## config.mk

```make
export PLATFORM = sky130hd
export DESIGN_NAME = ysyx_22050710_epu
export DESIGN_NICKNAME = d
export VERILOG_FILES = /design/src/rtl/ysyx_22050710_epu_pkg.sv /design/src/rtl/ysyx_22050710_csr_alu.sv /design/src/rtl/ysyx_22050710_epu.sv
export SDC_FILE = /design/constraint.sdc
export NUM_CORES = 1
export LEC_CHECK = 0
export BUFFER_PORTS_ARGS = -buffer_cell sky130_fd_sc_hd__buf_2
export CAP_MARGIN = 5
export CORE_AREA = 2 2 241 243
export CTS_CLUSTER_DIAMETER = 150
export DETAILED_ROUTE_END_ITERATION = 6
export DIE_AREA = 0 0 243 245
export HOLD_SLACK_MARGIN = 0.15
export PLACE_DENSITY_LB_ADDON = 0.1
export SLEW_MARGIN = 25
export SYNTH_ARGS = -nofsm -noshare
export SYNTH_HDL_FRONTEND = slang
export SYNTH_SLANG_ARGS = --single-unit
```

## constraint.sdc

```tcl
create_clock -name i_clk -period 3.12 [get_ports i_clk]
set_input_delay 0.624 -clock i_clk [delete_from_list [all_inputs] [get_ports i_clk]]
set_output_delay 0.624 -clock i_clk [all_outputs]
set_load 0.02 [all_outputs]
```

## src/rtl/ysyx_22050710_epu_pkg.sv

```systemverilog
// ----------------------------------------------------------------------------
// Module   : ysyx_22050710_epu_pkg
// Brief    : Shared CSR addresses, csr_op encodings and EPU state encodings.
// Revision : 1.0
// ----------------------------------------------------------------------------
`default_nettype none

package ysyx_22050710_epu_pkg;

    localparam int c_ADDR_WIDTH = 12;
    localparam int c_DATA_WIDTH = 64;

    localparam logic [c_ADDR_WIDTH-1:0] c_MSTATUS = 12'h300;
    localparam logic [c_ADDR_WIDTH-1:0] c_MTVEC   = 12'h305;
    localparam logic [c_ADDR_WIDTH-1:0] c_MEPC    = 12'h341;
    localparam logic [c_ADDR_WIDTH-1:0] c_MCAUSE  = 12'h342;

    typedef enum logic [1:0] {
        OP_NONE = 2'b00,
        OP_RW   = 2'b01,
        OP_RS   = 2'b10,
        OP_RC   = 2'b11
    } csr_op_e;

    typedef enum logic [2:0] {
        S_IDLE     = 3'd0,
        S_CSR_RD   = 3'd1,
        S_CSR_WR   = 3'd2,
        S_TRAP     = 3'd3,
        S_RET      = 3'd4,
        S_REDIRECT = 3'd5
    } epu_state_e;

endpackage

`default_nettype wire

```

## src/rtl/ysyx_22050710_csr_alu.sv

```systemverilog
// ----------------------------------------------------------------------------
// Module   : ysyx_22050710_csr_alu
// Brief    : Combinational write-data ALU for CSRRW / CSRRS / CSRRC.
// Revision : 1.0
// ----------------------------------------------------------------------------
`default_nettype none

module ysyx_22050710_csr_alu
    import ysyx_22050710_epu_pkg::*;
#(
    parameter int DATA_WIDTH = 64
) (
    input  logic [1:0]            i_op,
    input  logic [DATA_WIDTH-1:0] i_old,
    input  logic [DATA_WIDTH-1:0] i_src,
    output logic [DATA_WIDTH-1:0] o_wdata
);

    always_comb begin
        o_wdata = '0;
        case (i_op)
            OP_RW:   o_wdata = i_src;
            OP_RS:   o_wdata = i_old | i_src;
            OP_RC:   o_wdata = i_old & ~i_src;
            default: o_wdata = '0;
        endcase
    end

endmodule

`default_nettype wire

```

## src/rtl/ysyx_22050710_epu.sv

```systemverilog
// ----------------------------------------------------------------------------
// Module   : ysyx_22050710_epu
// Brief    : Sequences Zicsr read-modify-write, ecall and mret with fetch redirect.
// Revision : 1.0
// ----------------------------------------------------------------------------
`default_nettype none

module ysyx_22050710_epu
    import ysyx_22050710_epu_pkg::*;
#(
    parameter int ADDR_WIDTH = 12,
    parameter int DATA_WIDTH = 64
) (
    input  logic                  i_clk,
    input  logic                  i_rst_n,
    input  logic                  i_valid,
    output logic                  o_ready,
    input  logic [1:0]            i_csr_op,
    input  logic                  i_ecall,
    input  logic                  i_mret,
    input  logic                  i_src_zero,
    input  logic [DATA_WIDTH-1:0] i_pc,
    input  logic [ADDR_WIDTH-1:0] i_csr_addr,
    input  logic [DATA_WIDTH-1:0] i_src,
    output logic                  o_csr_ren,
    output logic [ADDR_WIDTH-1:0] o_csr_raddr,
    input  logic [DATA_WIDTH-1:0] i_csr_rdata,
    output logic                  o_csr_wen,
    output logic [ADDR_WIDTH-1:0] o_csr_waddr,
    output logic [DATA_WIDTH-1:0] o_csr_wdata,
    output logic                  o_ecall_sel,
    output logic                  o_mret_sel,
    output logic [DATA_WIDTH-1:0] o_epc,
    input  logic [DATA_WIDTH-1:0] i_mtvec,
    input  logic [DATA_WIDTH-1:0] i_mepc,
    output logic                  o_rd_wen,
    output logic [DATA_WIDTH-1:0] o_rd_wdata,
    output logic                  o_redirect_valid,
    output logic [DATA_WIDTH-1:0] o_redirect_pc,
    input  logic                  i_redirect_ready
);

    epu_state_e            r_state;
    epu_state_e            w_next;
    logic                  r_en;
    logic [1:0]            r_op;
    logic                  r_src_zero;
    logic [DATA_WIDTH-1:0] r_pc;
    logic [ADDR_WIDTH-1:0] r_addr;
    logic [DATA_WIDTH-1:0] r_src;
    logic [DATA_WIDTH-1:0] r_old;
    logic [DATA_WIDTH-1:0] r_target;
    logic [DATA_WIDTH-1:0] w_alu_wdata;
    logic                  w_ready;
    logic                  w_accept;

    // r_en keeps o_ready low while reset is held and for the reset cycle itself
    assign w_ready  = (r_state == S_IDLE) && r_en;
    assign w_accept = w_ready && i_valid;

    always_ff @(posedge i_clk) begin
        if (!i_rst_n) begin
            r_state <= S_IDLE;
            r_en    <= 1'b0;
        end else begin
            r_state <= w_next;
            r_en    <= 1'b1;
        end
    end

    always_comb begin
        w_next = r_state;
        case (r_state)
            S_IDLE: begin
                if (w_accept) begin
                    if (i_ecall)                w_next = S_TRAP;
                    else if (i_mret)            w_next = S_RET;
                    else if (i_csr_op != OP_NONE) w_next = S_CSR_RD;
                    else                        w_next = S_IDLE;
                end
            end
            S_CSR_RD:   w_next = S_CSR_WR;
            S_CSR_WR:   w_next = S_IDLE;
            S_TRAP:     w_next = S_REDIRECT;
            S_RET:      w_next = S_REDIRECT;
            S_REDIRECT: if (i_redirect_ready) w_next = S_IDLE;
            default:    w_next = S_IDLE;
        endcase
    end

    always_ff @(posedge i_clk) begin
        if (!i_rst_n) begin
            r_op       <= 2'b00;
            r_src_zero <= 1'b0;
            r_pc       <= '0;
            r_addr     <= '0;
            r_src      <= '0;
            r_old      <= '0;
            r_target   <= '0;
        end else begin
            if (w_accept) begin
                r_op       <= i_csr_op;
                r_src_zero <= i_src_zero;
                r_pc       <= i_pc;
                r_addr     <= i_csr_addr;
                r_src      <= i_src;
            end
            if (r_state == S_CSR_RD) begin
                r_old <= i_csr_rdata;
            end
            // Target is frozen on REDIRECT entry so it cannot move while unacknowledged
            if (r_state == S_TRAP) begin
                r_target <= i_mtvec & ~{{(DATA_WIDTH-2){1'b0}}, 2'b11};
            end else if (r_state == S_RET) begin
                r_target <= i_mepc;
            end
        end
    end

    ysyx_22050710_csr_alu #(
        .DATA_WIDTH (DATA_WIDTH)
    ) u_csr_alu (
        .i_op    (r_op),
        .i_old   (r_old),
        .i_src   (r_src),
        .o_wdata (w_alu_wdata)
    );

    assign o_ready          = w_ready;
    assign o_csr_ren        = (r_state == S_CSR_RD);
    assign o_csr_raddr      = r_addr;
    // Set/clear with a zero source must not touch the CSR (no side effects)
    assign o_csr_wen        = (r_state == S_CSR_WR) && ((r_op == OP_RW) || !r_src_zero);
    assign o_csr_waddr      = r_addr;
    assign o_csr_wdata      = w_alu_wdata;
    assign o_ecall_sel      = (r_state == S_TRAP);
    assign o_mret_sel       = (r_state == S_RET);
    assign o_epc            = r_pc;
    assign o_rd_wen         = (r_state == S_CSR_WR);
    assign o_rd_wdata       = r_old;
    assign o_redirect_valid = (r_state == S_REDIRECT);
    assign o_redirect_pc    = r_target;

endmodule

`default_nettype wire

```

==> impl_metrics.csv, run 1 <==
group,metric,value,unit
logic_synthesis,synth_edf_count,0,
global_routing,grt_pass1_vias,11800,
route,drc_errors,1,
logic_synthesis,ys_ff_latch,275,
logic_synthesis,yosysWarnings,0,
route,routed_via_density,4.33,
sta,fmax,0.351,GHz
critical_path,cp_max_fo,18,
sta,final-setup-viol-count,0,
logic_synthesis,synthTopCellsByCount,"479 x nand2_1, 275 x dfxtp_1, 164 x a21boi_1",
clock_network,clk_pin_slew,60,ps
power_and_ir_drop,leakage,0.00746,uW
clock_network,cts_root_buffer,"clkbuf_16",
floorplanning,rows,88,
global_routing,grt_pass1_wl,73.9,mm
floorplanning,coreArea,57000,um^2
route,wl,50.6,mm
clock_network,cts.sinks,275,
critical_path,crit_arrival,2230,ps
power_and_ir_drop,p_int,6850,uW
sta,fin_crit_sh,91.4,%
placement,routabilityCongestion,0.782,
sta,worst_pin_slew,915,ps
global_routing,grt_max_degree,97,
power_and_ir_drop,peakVddDrop,0.353,mV
logic_synthesis,postSynthAreaPerCell,8.43,um^2
global_routing,track_usage,16.2,%
final_layout,drive_gt1_share,35.3,%
sta,hold_slack,314,ps
clock_network,postCtsHoldBufs,0,
clock_network,cts_tree,"built",
route,final_antenna_net_count,0,
placement,dp_slack,803,ps
floorplanning,start_util,21.3,%
power_and_ir_drop,power_density,561,nW/um^2
logic_synthesis,synth_top_area_share,45.4,%
logic_synthesis,synth_cells,1438,
global_routing,overflow,0,
run,timing.max_cap.violations,0,
sta,rsz0062_at_grt,"false",
route,wl_per_cell,18.2,um
status,violations,"design-rule violations",
critical_path,cp-end-kind,"output port",
placement,dp_hpwl,35.8,mm
logic_synthesis,synthArstFlopShare,0,%
route,dr.pass1.iters,7,
route,vias,12000,
floorplanning,fp.dieH,245,um
route,drtIter0Drc,423,
critical_path,path_class,"flop to output port",
sta,final.setup.tns,0,ps
sta,finalMaxSlewViolations,0,
logic_synthesis,ys_seq_area_share,45.4,%
placement,dp.cells,2718,
logic_synthesis,synth_most_common_cell,"nand2_1",
floorplanning,ios,628,
critical_path,critical_path.startpoint_type,"flop",
power_and_ir_drop,seq_power_share,40.5,%
critical_path,cp.required,2500,ps
placement,portBuffers,625,
logic_synthesis,synth.area.top_cells,"dfxtp_1 45%, nand2_1 15%, a21boi_1 10%, a21boi_0 6.5%, mux2i_1 5.4%",
logic_synthesis,netlist_area,12100,um^2
sta,setup_slack,269,ps
hold_path,min_path_type,"input pin to flop",
power_and_ir_drop,combPwrFrac,15.7,%
final_layout,fin_cells,2784,
final_layout,area_delta_synth_final,40.5,%
power_and_ir_drop,sw_frac_of_total,28.4,%
logic_synthesis,synth_cell_types,32,
status,outcome,"finished with violations",
clock_network,cts_resized,0,
power_and_ir_drop,switchingPower,2710,uW
logic_synthesis,syn-num-nets,1779,
logic_synthesis,synthFlopType,"dfxtp_1",
clock_network,htreeDepth,2,
final_layout,fillers,6419,
clock_network,post_cts_buffers,0,
sta,fin_worst_skew,16.8,ps
sta,final_hold_viol_count,0,
floorplanning,die_w,243,um
power_and_ir_drop,power_frac_clock,43.9,%
clock_network,cts_made_buffers,37,
floorplanning,fp.dieArea,59500,um^2
global_routing,grt_antenna_before_repair,13,
sta,slew_headroom,39.0,%
sta,period_needed,2850,ps
clock_network,clk_latency,540,ps
logic_synthesis,synth_area_leader_cell,"dfxtp_1",
final_layout,layout.nets,2333,
clock_network,cts_buffer_depth,3,
power groups by stage:
stage	logic [uW]	clock network, uW	registers (uW)
after floorplan	711	0	4100
after global placement	1520	0	3930
after detailed placement	1540	0	3940
after CTS	1540	4380	3870
after global routing	1650	4500	3890
final	1500	4200	3870
kinds of logic after synthesis:
| kind of cell | Yosys count | share of synthesized area (%) |
|---|---|---|
| flops | 275 | 45.4 |
| simple gates | 502 | 16.1 |
| compound gates | 402 | 25.5 |
| buf+inv | 194 | 7.63 |
| mux | 65 | 5.36 |
worst paths after layout:
kind	from	endpoint	slack [ps]	cells after the start
min	i_pc[12]	o_epc[12]$_SDFFE_PN0P_	310	3
max reg2reg	r_state[0]$_SDFFE_PN0P_	o_redirect_pc[30]$_SDFFE_PN0N_	1010	4
min reg2reg	o_epc[32]$_SDFFE_PN0P_	o_epc[32]$_SDFFE_PN0P_	450	2
max	r_state[0]$_SDFFE_PN0P_	o_csr_ren	270	3
routing by layer:
metal  up-vias  wire [um]  GRT usage (%)
met5         -         80              0
met4        12       1160           4.67
met3        73       3930           5.41
met2       408      25200           28.6
met1      5653      20200           18.6
li1       5899          -              -
per-stage QoR:
stage	utilization [%]	area [um^2]	total power (uW)
after CTS	29.9	17000	9790
after global placement	27.8	15800	5460
after global routing	29.9	17000	10000
final	29.9	17000	9560
after floorplan	-	12100	4810
after detailed placement	27.8	15800	5480
cells in the final DEF (no fill, tap or decap), types with 3 or more instances in the layout:
cell type / netlist / final
o21ai_0: 3 / 3
clkbuf_1: 48 / 7
buf_12: 0 / 9
a21boi_1: 164 / 164
nor2b_1: 4 / 3
inv_1: 65 / 64
nor2_1: 5 / 5
diode_2: 0 / 4
dfxtp_1: 275 / 273
buf_2: 38 / 624
a22o_1: 63 / 63
clkbuf_16: 0 / 39
nand2_1: 479 / 479
buf_4: 24 / 10
a21boi_0: 105 / 105
a22oi_1: 62 / 62
clkbuf_8: 0 / 12
mux2i_1: 65 / 65
flip-flops by register name, summed over array words and instances, names as in the netlist:
| signal | flops |
|---|---|
| o_csr_raddr | 12 |
| o_epc | 64 |
| o_rd_wdata | 64 |
| o_redirect_pc | 64 |
| r_en | 1 |
| r_op | 2 |
| r_src | 64 |
| r_src_zero | 1 |
| r_state | 3 |
worst max-delay path: stages, from the launching register on:
cell and delay [ps]:
dfxtp_1 510, or3b_2 500, inv_2 350, buf_2 320
cell type report:
| cell class | instances | area (um^2) | area share [%] |
|---|---|---|---|
| flip-flops and latches | 275 | 5510 | 32.3 |
| multi-input cells | 969 | 5730 | 33.6 |
| well taps | 765 | 957 | 5.62 |
| clock inverters | 4 | 30.0 | 0.176 |
| diodes | 4 | 10.0 | 0.0588 |
| clock buffers | 58 | 1170 | 6.85 |
| inverters | 65 | 244 | 1.43 |
| repair buffers | 644 | 3390 | 19.9 |
Note: power is estimated with default switching activity, not from simulation.
==> run 2, diff against run 1 <==
- CTS_CLUSTER_DIAMETER: 150 -> 200
- RECOVER_POWER: not set -> 25
==> impl_metrics.csv, run 2 (same netlist as run 1, synthesis figures left out) <==
group,metric,value,unit
sta,fin_worst_skew,16.2,ps
final_layout,final_area,16800,um^2
route,dr.pass1.iters,5,
hold_path,holdPathStages,3,
sta,slew_headroom,-0.596,%
clock_network,clk_pin_slew,60,ps
route,wl,50.5,mm
critical_path,critical_path.startpoint_type,"flop",
clock_network,postCtsHoldBufs,0,
placement,dp_hpwl,35.8,mm
critical_path,crit_end,"o_csr_ren",
critical_path,r2r_end,"o_redirect_pc[30]$_SDFFE_PN0N_",
global_routing,grt_pass1_wl,73.9,mm
clock_network,cts_root_buffer,"clkbuf_16",
floorplanning,fp.dieH,245,um
critical_path,r2r_setup_slack,1010,ps
sta,fin_crit_sh,91.4,%
route,wl_per_cell,18.2,um
critical_path,cp_max_fo,18,
route,routed_via_density,4.32,
critical_path,path_class,"flop to output port",
floorplanning,ios,628,
critical_path,critical_path.startpoint,"r_state[0]$_SDFFE_PN0P_",
sta,hold_slack,314,ps
final_layout,final_cell_mix,"488 x buf_2, 479 x nand2_1, 273 x dfxtp_1",
status,outcome,"finished with violations",
placement,place_area,15800,um^2
sta,fmax,0.351,GHz
clock_network,cts_tree,"built",
run,timing.max_cap.violations,1,
critical_path,reg2reg_from,"r_state[0]$_SDFFE_PN0P_",
clock_network,cts_buffer_depth,3,
global_routing,track_usage,16.2,%
status,violations,"max-capacitance violations, max-slew violations",
placement,dp.cells,2718,
route,drc_errors,0,
power_and_ir_drop,leakage,0.00688,uW
placement,dp_slack,803,ps
critical_path,crit_arrival,2230,ps
clock_network,htreeDepth,2,
sta,final.setup.tns,0,ps
sta,period_needed,2850,ps
floorplanning,start_util,21.3,%
global_routing,overflow,0,
floorplanning,die_w,243,um
final_layout,area_delta_synth_final,38.9,%
clock_network,cts_resized,0,
global_routing,grt_antenna_before_repair,13,
floorplanning,rows,88,
floorplanning,fp.dieArea,59500,um^2
final_layout,fin_cells,2783,
sta,worst_pin_slew,1510,ps
hold_path,min_path_type,"input pin to flop",
placement,portBuffers,625,
sta,finalMaxSlewViolations,73,
placement,routabilityCongestion,0.782,
final_layout,layout.nets,2333,
clock_network,post_cts_buffers,0,
final_layout,drive_gt1_share,28.5,%
critical_path,cp.required,2500,ps
clock_network,cts.sinks,275,
global_routing,grt_pass1_vias,11800,
critical_path,reg2regPathDepth,4,
sta,final-setup-viol-count,0,
route,vias,12000,
sta,final_hold_viol_count,0,
route,drtIter0Drc,410,
clock_network,clk_latency,540,ps
power_and_ir_drop,peakVddDrop,0.353,mV
clock_network,cts_made_buffers,37,
final_layout,final_common_cell,"buf_2",
floorplanning,coreArea,57000,um^2
critical_path,cp-end-kind,"output port",
sta,rsz0062_at_grt,"false",
sta,setup_slack,268,ps
route,final_antenna_net_count,0,
global_routing,grt_max_degree,97,
power_and_ir_drop,power_density,566,nW/um^2
==> run 2: layout make-up <==
cell class                      instances  area, um^2
Antenna cell                            3        7.51
Clock buffer                           58        1170
Clock inverter                          4        30.0
Fill cell                            6463       40200
Inverter                               65         244
Multi-Input combinational cell        969        5730
Sequential cell                       275        5510
Tap cell                              765         957
Timing Repair Buffer                  644        3200
==> run 2: metrics by stage <==
stage                     utilization (%)  total power, uW
final                                29.5             9530
after global routing                 29.5            10000
after CTS                            29.9             9790
after detailed placement             27.8             5480
after global placement               27.8             5460
after floorplan                         -             4810
==> run 2: worst min path at each step <==
stage	startpoint	endpoint	slack, ps
4_1_cts	i_pc[12]	o_epc[12]$_SDFFE_PN0P_	260
2_1_floorplan	r_src_zero$_SDFFE_PN0P_	r_src_zero$_SDFFE_PN0P_	440
5_1_grt	i_pc[23]	o_epc[23]$_SDFFE_PN0P_	290
6_report	i_pc[12]	o_epc[12]$_SDFFE_PN0P_	310
3_3_place_gp	o_epc[16]$_SDFFE_PN0P_	o_epc[16]$_SDFFE_PN0P_	440
3_5_place_dp	o_epc[32]$_SDFFE_PN0P_	o_epc[32]$_SDFFE_PN0P_	440
==> run 2: layer usage <==
metal | GRT usage, % | up-vias | wire length, um
met1 | 18.6 | 5637 | 20200
met5 | 0 | - | 80
met4 | 4.67 | 12 | 1150
li1 | - | 5900 | -
met2 | 28.6 | 403 | 25200
met3 | 5.41 | 73 | 3850
==> run 2: power by group <==
group,switching [uW],total (uW),internal (uW)
logic,924,1470,547
registers,149,3870,3720
clock network,1630,4190,2550
==> run 2: critical path: stages (launching register included) <==
cell and delay, ps:
dfxtp_1 510, or3b_2 500, inv_2 350, buf_2 320
==> run 3, diff against run 2 <==
- PLACE_DENSITY: not set -> 0.48
- PLACE_DENSITY_LB_ADDON: 0.1 -> not set
==> impl_metrics.csv, run 3 (same netlist as run 1, synthesis figures left out) <==
group,metric,value,unit
sta,slew_headroom,-31.9,%
sta,finalMaxSlewViolations,88,
critical_path,crit_chain,"nor2b_4 > buf_12 > a22o_1 > buf_2",
sta,worst_pin_slew,1980,ps
floorplanning,ios,628,
placement,place_area,15900,um^2
placement,portBuffers,625,
critical_path,crit_arrival,1960,ps
status,outcome,"finished with violations",
final_layout,final_area,16800,um^2
sta,final.setup.tns,0,ps
global_routing,grt_max_degree,90,
floorplanning,coreArea,57000,um^2
critical_path,cp-end-kind,"output port",
global_routing,grt_pass1_wl,70.0,mm
final_layout,drive_gt1_share,28.5,%
clock_network,cts_root_buffer,"clkbuf_16",
clock_network,postCtsHoldBufs,0,
route,vias,12100,
floorplanning,fp.dieArea,59500,um^2
hold_path,min_path_type,"input pin to flop",
critical_path,slowest_stage,"dfxtp_2",
critical_path,cp.required,2500,ps
critical_path,path_buf_inv,2,
global_routing,track_usage,15.1,%
sta,fin_crit_sh,82.9,%
clock_network,cts.sinks,275,
placement,dp_hpwl,34.5,mm
final_layout,area_delta_synth_final,38.3,%
route,final_antenna_net_count,0,
placement,dp.cells,2723,
sta,rsz0062_at_grt,"false",
critical_path,cp_max_fo,65,
clock_network,cts_made_buffers,34,
route,wl,47.3,mm
run,timing.max_cap.violations,1,
route,drtIter0Drc,362,
power_and_ir_drop,power_density,550,nW/um^2
critical_path,critical_path.startpoint_type,"flop",
route,drc_errors,0,
power_and_ir_drop,finalPower,9230,uW
final_layout,final_cell_mix,"489 x buf_2, 479 x nand2_1, 273 x dfxtp_1",
status,violations,"max-capacitance violations, max-slew violations",
sta,fmax,0.387,GHz
final_layout,fin_util,29.4,%
route,wl_per_cell,17.0,um
global_routing,grt_pass1_vias,11900,
clock_network,htreeDepth,2,
critical_path,path_delay_family,"buffers and inverters",
global_routing,overflow,0,
clock_network,cts_resized,0,
critical_path,path_class,"flop to output port",
sta,final_hold_viol_count,0,
critical_path,cpPeakStageDelay,350,ps
route,routed_via_density,4.34,
sta,fin_worst_skew,13.7,ps
floorplanning,fp.dieH,245,um
clock_network,clk_pin_slew,60,ps
clock_network,clk_latency,530,ps
final_layout,final_common_cell,"buf_2",
sta,final-setup-viol-count,0,
clock_network,cts_buffer_depth,3,
power_and_ir_drop,leakage,0.00686,uW
final_layout,layout.nets,2335,
global_routing,grt_antenna_before_repair,5,
floorplanning,die_w,243,um
placement,routabilityCongestion,0.904,
clock_network,cts_tree,"built",
clock_network,post_cts_buffers,0,
floorplanning,rows,88,
floorplanning,start_util,21.3,%
power_and_ir_drop,peakVddDrop,0.312,mV
final_layout,fin_cells,2786,
sta,period_needed,2590,ps
route,dr.pass1.iters,5,
==> run 3: worst min-delay path, cell delays in order <==
cell	delay, ps
buf_2	90
nand2_1	40
a21boi_1	50
==> run 3: cell type report <==
type	instances	area, um^2
fillers	6415	40300
multi-input cells	969	5730
flip-flops and latches	275	5510
repair buffers	649	3240
clock buffers	56	1070
well taps	765	957
inverters	65	244
clock inverters	6	30.0
diodes	1	2.50
==> run 3: power breakdown <==
group	leakage [uW]	internal (uW)	switching (uW)
combinational	0.00408	553	919
clock	0.000544	2330	1550
sequential	0.00224	3720	151
==> run 3: stage by stage <==
step | hold slack [ps] | worst slack (ps)
2_1_floorplan | 443 | 1110
3_3_place_gp | 440 | 1070
3_5_place_dp | 442 | 1060
4_1_cts | 287 | 468
5_1_grt | 304 | 435
6_report | 330 | 533
==> run 3: per-layer routing <==
metal	part of all wire, %	global-route usage (%)	vias to the layer above
li1	-	-	5893
met3	7.3	4.28	88
met1	40	17.5	5640
met5	0.080	0	-
met4	4.0	6.44	6
met2	48	26.1	454
==> run 3: final timing paths <==
kind	startpoint	endpoint	slack (ps)	depth (start not counted)
hold reg to reg	o_redirect_pc[50]$_SDFFE_PN0N_	o_redirect_pc[50]$_SDFFE_PN0N_	450	2
setup reg to reg	r_state[0]$_SDFFE_PN0P_	o_rd_wdata[54]$_SDFFE_PN0P_	1090	5
hold / removal	i_csr_rdata[22]	o_rd_wdata[22]$_SDFFE_PN0P_	330	3
setup / recovery	r_op[0]$_SDFFE_PN0P_	o_csr_wdata[35]	530	4
